==> src/rtl/pkt_framer.sv <==
// pkt_framer: frames an AXI-Stream payload into a burst made of a generated
// header (preamble, sync, modulation field, 16-bit length, pad), the payload
// itself (zero-padded or drained on a length mismatch) and an idle gap.
// All state advances on clk_enable, the symbol-rate strobe.
//
// Ports
//   clk, rst_n       system clock, synchronous active-low reset
//   clk_enable       symbol-rate enable
//   payload_length   payload length in bits, latched at packet start
//   I_t*             AXIS payload input (I_tuser = is_bpsk for the packet)
//   O_t*             AXIS framed output (O_tuser = is_bpsk, 1 on header)
//   hdr_vld/pld_vld  output register holds a header / payload symbol
//   pkt_sent         one enabled-cycle pulse when the gap completes
//   len_err          sticky payload-length mismatch, cleared at packet start
module pkt_framer #(
    parameter int unsigned BYTES    = 1,
    parameter int unsigned PRE_LEN  = 224,
    parameter int unsigned SYNC_LEN = 32,
    parameter int unsigned MOD_LEN  = 8,
    parameter int unsigned PAD_LEN  = 40,
    parameter int unsigned GAP_LEN  = 4
) (
    input  logic               clk,
    input  logic               rst_n,
    input  logic               clk_enable,
    input  logic [15:0]        payload_length,
    input  logic [8*BYTES-1:0] I_tdata,
    input  logic               I_tvalid,
    output logic               I_tready,
    input  logic               I_tlast,
    input  logic               I_tuser,
    output logic [8*BYTES-1:0] O_tdata,
    output logic               O_tvalid,
    input  logic               O_tready,
    output logic               O_tlast,
    output logic               O_tuser,
    output logic               hdr_vld,
    output logic               pld_vld,
    output logic               pkt_sent,
    output logic               len_err
);

    localparam int unsigned BITS     = 8 * BYTES;
    localparam int unsigned SYNC_END = PRE_LEN + SYNC_LEN;
    localparam int unsigned MOD_END  = SYNC_END + MOD_LEN;
    localparam int unsigned LEN_END  = MOD_END + 16;
    localparam int unsigned HL       = LEN_END + PAD_LEN;
    localparam int unsigned HCW      = $clog2(HL + 1);
    localparam int unsigned GCW      = $clog2(GAP_LEN + 1);

    typedef enum logic [2:0] {
        S_IDLE,
        S_HDR,
        S_PLD,
        S_PAD,
        S_DRAIN,
        S_GAP
    } state_t;

    state_t            r_state, w_nxt_state;
    logic [HCW-1:0]    r_hdr_cnt, w_nxt_hdr_cnt;
    logic [15:0]       r_pld_cnt, w_nxt_pld_cnt;
    logic [GCW-1:0]    r_gap_cnt, w_nxt_gap_cnt;
    logic              r_is_bpsk, w_nxt_is_bpsk;
    logic [15:0]       r_len_sym, w_nxt_len_sym;
    logic              r_len_err, w_nxt_len_err;
    logic              r_pkt_sent, w_nxt_pkt_sent;
    logic [BITS-1:0]   r_o_tdata, w_nxt_o_tdata;
    logic              r_o_tvalid, w_nxt_o_tvalid;
    logic              r_o_tlast, w_nxt_o_tlast;
    logic              r_o_tuser, w_nxt_o_tuser;
    logic              r_hdr_vld, w_nxt_hdr_vld;
    logic              r_pld_vld, w_nxt_pld_vld;

    logic              w_load;
    logic              w_hdr_last;
    logic              w_hdr_bit;
    logic [3:0]        w_len_idx;
    logic [16:0]       w_pld_inc;
    logic              w_pld_last;

    // Output register may take a new word when empty or being accepted.
    assign w_load     = clk_enable & (~r_o_tvalid | O_tready);
    assign w_hdr_last = (r_hdr_cnt == HCW'(HL - 1));
    // Length field is sent MSB first: header index MOD_END carries bit 15.
    assign w_len_idx  = 4'(HCW'(LEN_END - 1) - r_hdr_cnt);
    // 17-bit compare so LEN_SYM = 0xFFFF terminates without wrapping.
    assign w_pld_inc  = {1'b0, r_pld_cnt} + 17'd1;
    assign w_pld_last = (w_pld_inc == {1'b0, r_len_sym});

    // Ready is gated by clk_enable in DRAIN as well, so a tlast word offered
    // on a non-symbol cycle is never silently swallowed.
    assign I_tready = ((r_state == S_PLD) & w_load) | ((r_state == S_DRAIN) & clk_enable);

    assign O_tdata  = r_o_tdata;
    assign O_tvalid = r_o_tvalid;
    assign O_tlast  = r_o_tlast;
    assign O_tuser  = r_o_tuser;
    assign hdr_vld  = r_hdr_vld;
    assign pld_vld  = r_pld_vld;
    assign pkt_sent = r_pkt_sent;
    assign len_err  = r_len_err;

    // Header symbol bit for the current header index.
    always_comb begin
        w_hdr_bit = r_hdr_cnt[0];
        if (r_hdr_cnt < HCW'(PRE_LEN)) begin
            w_hdr_bit = r_hdr_cnt[0];
        end else if (r_hdr_cnt < HCW'(SYNC_END)) begin
            w_hdr_bit = ~r_hdr_cnt[0];
        end else if (r_hdr_cnt < HCW'(MOD_END)) begin
            w_hdr_bit = r_is_bpsk ^ r_hdr_cnt[0];
        end else if (r_hdr_cnt < HCW'(LEN_END)) begin
            w_hdr_bit = r_len_sym[w_len_idx];
        end
    end

    // State register and all registered outputs.
    always_ff @(posedge clk) begin
        if (!rst_n) begin
            r_state    <= S_IDLE;
            r_hdr_cnt  <= '0;
            r_pld_cnt  <= '0;
            r_gap_cnt  <= '0;
            r_is_bpsk  <= 1'b0;
            r_len_sym  <= '0;
            r_len_err  <= 1'b0;
            r_pkt_sent <= 1'b0;
            r_o_tdata  <= '0;
            r_o_tvalid <= 1'b0;
            r_o_tlast  <= 1'b0;
            r_o_tuser  <= 1'b1;
            r_hdr_vld  <= 1'b0;
            r_pld_vld  <= 1'b0;
        end else if (clk_enable) begin
            r_state    <= w_nxt_state;
            r_hdr_cnt  <= w_nxt_hdr_cnt;
            r_pld_cnt  <= w_nxt_pld_cnt;
            r_gap_cnt  <= w_nxt_gap_cnt;
            r_is_bpsk  <= w_nxt_is_bpsk;
            r_len_sym  <= w_nxt_len_sym;
            r_len_err  <= w_nxt_len_err;
            r_pkt_sent <= w_nxt_pkt_sent;
            r_o_tdata  <= w_nxt_o_tdata;
            r_o_tvalid <= w_nxt_o_tvalid;
            r_o_tlast  <= w_nxt_o_tlast;
            r_o_tuser  <= w_nxt_o_tuser;
            r_hdr_vld  <= w_nxt_hdr_vld;
            r_pld_vld  <= w_nxt_pld_vld;
        end
    end

    // Next-state and next-output logic.
    always_comb begin
        w_nxt_state    = r_state;
        w_nxt_hdr_cnt  = r_hdr_cnt;
        w_nxt_pld_cnt  = r_pld_cnt;
        w_nxt_gap_cnt  = '0;
        w_nxt_is_bpsk  = r_is_bpsk;
        w_nxt_len_sym  = r_len_sym;
        w_nxt_len_err  = r_len_err;
        w_nxt_pkt_sent = 1'b0;
        w_nxt_o_tdata  = r_o_tdata;
        w_nxt_o_tvalid = r_o_tvalid;
        w_nxt_o_tlast  = r_o_tlast;
        w_nxt_o_tuser  = r_o_tuser;
        w_nxt_hdr_vld  = r_hdr_vld;
        w_nxt_pld_vld  = r_pld_vld;

        // A load with nothing new to present empties the output register.
        if (w_load) begin
            w_nxt_o_tvalid = 1'b0;
            w_nxt_o_tlast  = 1'b0;
            w_nxt_hdr_vld  = 1'b0;
            w_nxt_pld_vld  = 1'b0;
        end

        case (r_state)
            S_IDLE: begin
                if (I_tvalid) begin
                    w_nxt_state   = S_HDR;
                    w_nxt_is_bpsk = I_tuser;
                    w_nxt_len_sym = I_tuser ? payload_length : (payload_length >> 1);
                    w_nxt_len_err = 1'b0;
                    w_nxt_hdr_cnt = '0;
                    w_nxt_pld_cnt = '0;
                end
            end

            S_HDR: begin
                if (w_load) begin
                    w_nxt_o_tvalid = 1'b1;
                    w_nxt_o_tdata  = {BITS{w_hdr_bit}};
                    w_nxt_o_tuser  = 1'b1;
                    w_nxt_hdr_vld  = 1'b1;
                    w_nxt_o_tlast  = w_hdr_last & (r_len_sym == 16'd0);
                    w_nxt_hdr_cnt  = r_hdr_cnt + HCW'(1);
                    if (w_hdr_last) begin
                        w_nxt_hdr_cnt = '0;
                        w_nxt_pld_cnt = '0;
                        w_nxt_state   = (r_len_sym != 16'd0) ? S_PLD : S_GAP;
                    end
                end
            end

            S_PLD: begin
                if (w_load && I_tvalid) begin
                    w_nxt_o_tvalid = 1'b1;
                    w_nxt_o_tdata  = I_tdata;
                    w_nxt_o_tuser  = r_is_bpsk;
                    w_nxt_pld_vld  = 1'b1;
                    w_nxt_o_tlast  = w_pld_last;
                    w_nxt_pld_cnt  = w_pld_inc[15:0];
                    if (w_pld_last) begin
                        if (I_tlast) begin
                            w_nxt_state = S_GAP;
                        end else begin
                            w_nxt_len_err = 1'b1;
                            w_nxt_state   = S_DRAIN;
                        end
                    end else if (I_tlast) begin
                        w_nxt_len_err = 1'b1;
                        w_nxt_state   = S_PAD;
                    end
                end
            end

            S_PAD: begin
                if (w_load) begin
                    w_nxt_o_tvalid = 1'b1;
                    w_nxt_o_tdata  = '0;
                    w_nxt_o_tuser  = r_is_bpsk;
                    w_nxt_pld_vld  = 1'b1;
                    w_nxt_o_tlast  = w_pld_last;
                    w_nxt_pld_cnt  = w_pld_inc[15:0];
                    if (w_pld_last) begin
                        w_nxt_state = S_GAP;
                    end
                end
            end

            S_DRAIN: begin
                // Over-length source: swallow words until its tlast or a bubble.
                if (!I_tvalid || I_tlast) begin
                    w_nxt_state = S_GAP;
                end
            end

            S_GAP: begin
                // The first load here is the acceptance of the final word;
                // every load after that is one idle symbol.
                w_nxt_gap_cnt = r_gap_cnt;
                if (w_load) begin
                    if (r_gap_cnt == GCW'(GAP_LEN - 1)) begin
                        w_nxt_gap_cnt  = '0;
                        w_nxt_pkt_sent = 1'b1;
                        w_nxt_state    = S_IDLE;
                    end else begin
                        w_nxt_gap_cnt = r_gap_cnt + GCW'(1);
                    end
                end
            end

            default: begin
                w_nxt_state = S_IDLE;
            end
        endcase
    end

endmodule

==> config.mk <==
export PLATFORM = sky130hd
export DESIGN_NAME = pkt_framer
export DESIGN_NICKNAME = d
export VERILOG_FILES = /design/src/rtl/pkt_framer.sv
export SDC_FILE = /design/constraint.sdc
export NUM_CORES = 1
export LEC_CHECK = 0
export ABC_AREA = 1
export BUFFER_PORTS_ARGS = -buffer_cell sky130_fd_sc_hd__buf_2
export CORE_ASPECT_RATIO = 1.75
export CORE_MARGIN = 4
export CORE_UTILIZATION = 40
export DETAILED_ROUTE_END_ITERATION = 7
export PLACE_DENSITY = 0.57
export SETUP_SLACK_MARGIN = 0.05
export SLEW_MARGIN = 5
export SYNTH_ARGS = -nofsm -noshare
export SYNTH_HDL_FRONTEND = slang
export SYNTH_SLANG_ARGS = --single-unit
==> constraint.sdc <==
create_clock -name clk -period 2.21 [get_ports clk]
set_input_delay 0.3315 -clock clk [delete_from_list [all_inputs] [get_ports clk]]
set_output_delay 0.3315 -clock clk [all_outputs]
set_load 0.02 [all_outputs]
==> flow_summary.ini <==
[cts]
clk_path_buf_depth = 2
cts.clk_slew.worst_paths_ns = 0.06
ctsHoldBuffers = 0
cts_tree = yes
clock-sinks = 63
h-tree-depth = 3
cts_made_buffers = 9
cts-root-buf = clkbuf_16
insertion_delay_ns = 0.34

[die]
start_util_pct = 41.2
die_y_um = 142
core_um2 = 9970
fp.dieW_um = 84.6
die-area_um2 = 12000
rows = 48
io_pins = 47

[synthesis]
synthesis.instances = 635
synth.mux.area_fraction_pct = 0
synth_xor_area_share_pct = 1.40
synthArstFlopShare_pct = 0
synthAdderAreaFrac_pct = 0.914
ys_ff_latch = 63
syn-cell-area_um2 = 4110
postSynthAreaPerCell_um2 = 6.46
yosysSeqAreaShare_pct = 30.7
syn_nets = 669
yosysTopAreaCellShare_pct = 30.7
yosys-top-cells-area = dfxtp_1, nand2_1, a21oi_1
synth.distinct_cells = 43
synth_top_family_by_area = simple AND/OR/NAND/NOR gates
synth_edf_count = 0
synthSimpleGateAreaFrac_pct = 34.1
yosys_warnings = 0
yosys.area.top_type = dfxtp_1
ys.flop_type = dfxtp_1
synth_compound_area_share_pct = 22.6

[pwr]
combPwrFrac_pct = 50.7
p_total_mw = 6.42
internal-power_mw = 3.55
leakagePower_nw = 2.31
p_clk_share_pct = 22.6
p_seq_share_pct = 26.7
power_density_nw_per_um2 = 1220
switchingPower_mw = 2.87
irDropWorstVdd_mv = 0.909
swShare_pct = 44.7

[detailed_routing]
drc_errors = 0
wl_um = 12500
num_vias = 4403
dr.pass1.iters = 4
postRouteAntennaNets = 0
vias_per_cell = 5.19
wl_per_cell_um = 14.8
drt_iter0_markers = 167

[timing]
drv_slew = 0
max_slew.worst_pin.slew_ns = 0.515
timing.setup.tns_ns = 0
finalSetupViolations = 0
hold_violations = 0
rsz0062_at_grt = yes
fmax_ghz = 0.477
fin_skew_ns = 0.00583
period_minus_slack_ns = 2.09
relSlewSlack_pct = 65.6
min_period_over_period_pct = 94.8

[placed_design]
dpl.hpwl_um = 9770
place.gp.congestion = 0.873
dpl_cell_area_um2 = 4670
io_buffers = 46

[setup_path]
crit_fanout = 7
end_kind = register
worst_ep_required_time_ns = 2.48
critPathSlowestCell = dfxtp_4
cpPeakStageDelay_ns = 0.37
crit_chain = ha_4 > nand2_4 > nor2_8 > nand2_2 > nand2_2 > nand2_2 > nand2_1 > nand2_1 > nor2_2 > nand2_2 > nor2_4 > nand3_4 > a21oi_4 > nand2_4 > nand2_2 > nand2_1 > nor2_1
cp_common_cell = nand2_2
start_kind = register
crit_type = reg -> reg
cp.arrival_ns = 2.37

[grt]
grt_pass1_vias = 4334
antenna_found_initial = 0
grt_first_pass_wirelength_um = 20600
grt_max_degree = 34
grt.overflow.total = 0
gr-usage-all-layers_pct = 21.6

[run_status]
outcome = completed

[finish]
fin_area_um2 = 5260
drive_gt1_share_pct = 27.7
regArea_um2 = 1280
num_antenna_cells = 0
final_cell_mix = nand2_1, inv_1, a21oi_1
area_growth_pct = 28.2
fill_cells = 1028
final_nets = 752
multi_input_area_um2 = 2580
layout_commonest_cell = nand2_1

[min_path]
hold_class = in -> reg

[job]
cap_violations = 0
routing by layer:
layer / routed length [um] / up-vias / global-route usage (%)
li1: - / 2270 / -
met3: 450 / 36 / 3.94
met4: 596 / 0 / 11.7
met1: 4590 / 2011 / 21.4
met2: 6910 / 86 / 41.4
met5: 0 / - / 0
final timing paths:
| check | startpoint | endpoint | slack [ns] | depth (start not counted) |
|---|---|---|---|---|
| hold / removal | payload_length[15] | r_len_sym[15] | 0.27 | 3 |
| hold reg to reg | r_gap_cnt[2] | r_gap_cnt[2] | 0.45 | 2 |
| setup reg to reg | r_pld_cnt[0] | r_state[2] | 0.12 | 17 |
| setup / recovery | r_pld_cnt[0] | r_state[2] | 0.12 | 17 |
worst max-delay path: cells and delay by family (launching register included):
family	cells	cell delay [ns]
DFF	1	0.37
adders and majority gates	1	0.17
AOI/OAI and AO/OA	1	0.20
and+or+nand+nor	15	1.28
power by group through the flow:
| stage | registers, mW | clock network [mW] | logic [mW] |
|---|---|---|---|
| after CTS | 1.68 | 1.47 | 3.03 |
| final | 1.71 | 1.45 | 3.26 |
| after floorplan | 1.76 | 0 | 1.98 |
| after detailed placement | 1.68 | 0 | 3.00 |
| after global routing | 1.75 | 1.53 | 3.62 |
| after global placement | 1.68 | 0 | 2.97 |
registers in the layout (all words and copies together), names as in the netlist, named ones only:
| signal | cells |
|---|---|
| O_tdata | 8 |
| O_tvalid | 1 |
| pkt_sent | 1 |
| r_pld_cnt | 16 |
| pld_vld | 1 |
| O_tlast | 1 |
| r_hdr_cnt | 9 |
| r_is_bpsk | 1 |
| r_state | 3 |
| r_len_sym | 16 |
| r_gap_cnt | 3 |
| O_tuser | 1 |
| len_err | 1 |
cell type report:
cell class | count | area share [%]
multi-input cells | 461 | 49.0
flip-flops and latches | 63 | 24.4
repair buffers | 91 | 11.3
inverters | 92 | 6.63
clock buffers | 9 | 4.28
well taps | 125 | 2.97
clock inverters | 7 | 1.38
Yosys cell counts (2+ instances only):
cell,n
o21ai_2,3
nand2_1,117
clkbuf_1,15
or2_2,2
o21ai_1,5
buf_2,2
a211oi_1,19
ha_1,3
nor3_1,5
clkinv_1,2
o21ai_0,38
a21oi_1,77
dfxtp_1,63
nor2_1,78
nand3_1,41
xor2_1,2
xnor2_1,2
a21oi_4,2
nand2_2,9
nand3_4,2
inv_2,7
nor2_2,8
nor3b_1,2
nand2_4,3
nand4_1,14
a2111oi_0,2
o211ai_1,2
a31oi_1,8
inv_1,83
nor2_4,6
stage by stage:
stage / setup WS [ns] / hold slack (ns) / instances / util, %
3_5_place_dp: -0.0523 / 0.445 / 821 / 46.9
3_3_place_gp: 0.0173 / 0.438 / 821 / 46.9
5_1_grt: -0.0430 / 0.284 / 848 / 52.8
2_1_floorplan: 0.198 / 0.429 / 635 / -
4_1_cts: 0.0529 / 0.266 / 840 / 50.7
6_report: 0.115 / 0.266 / 848 / 52.8
what timing repair did:
action	CTS	global route
endpoints found under the setup margin	5	34
hold endpoints to repair	0	0
resized for setup	13	46
pin swaps	6	10
setup buffers	3	8
cells by family after synthesis:
logic type,Yosys count
simple gates,293
compound gates,160
buf+inv,111
fa+ha+maj,3
xor+xnor,5
flops,63
Note: power is estimated with default switching activity, not from simulation.
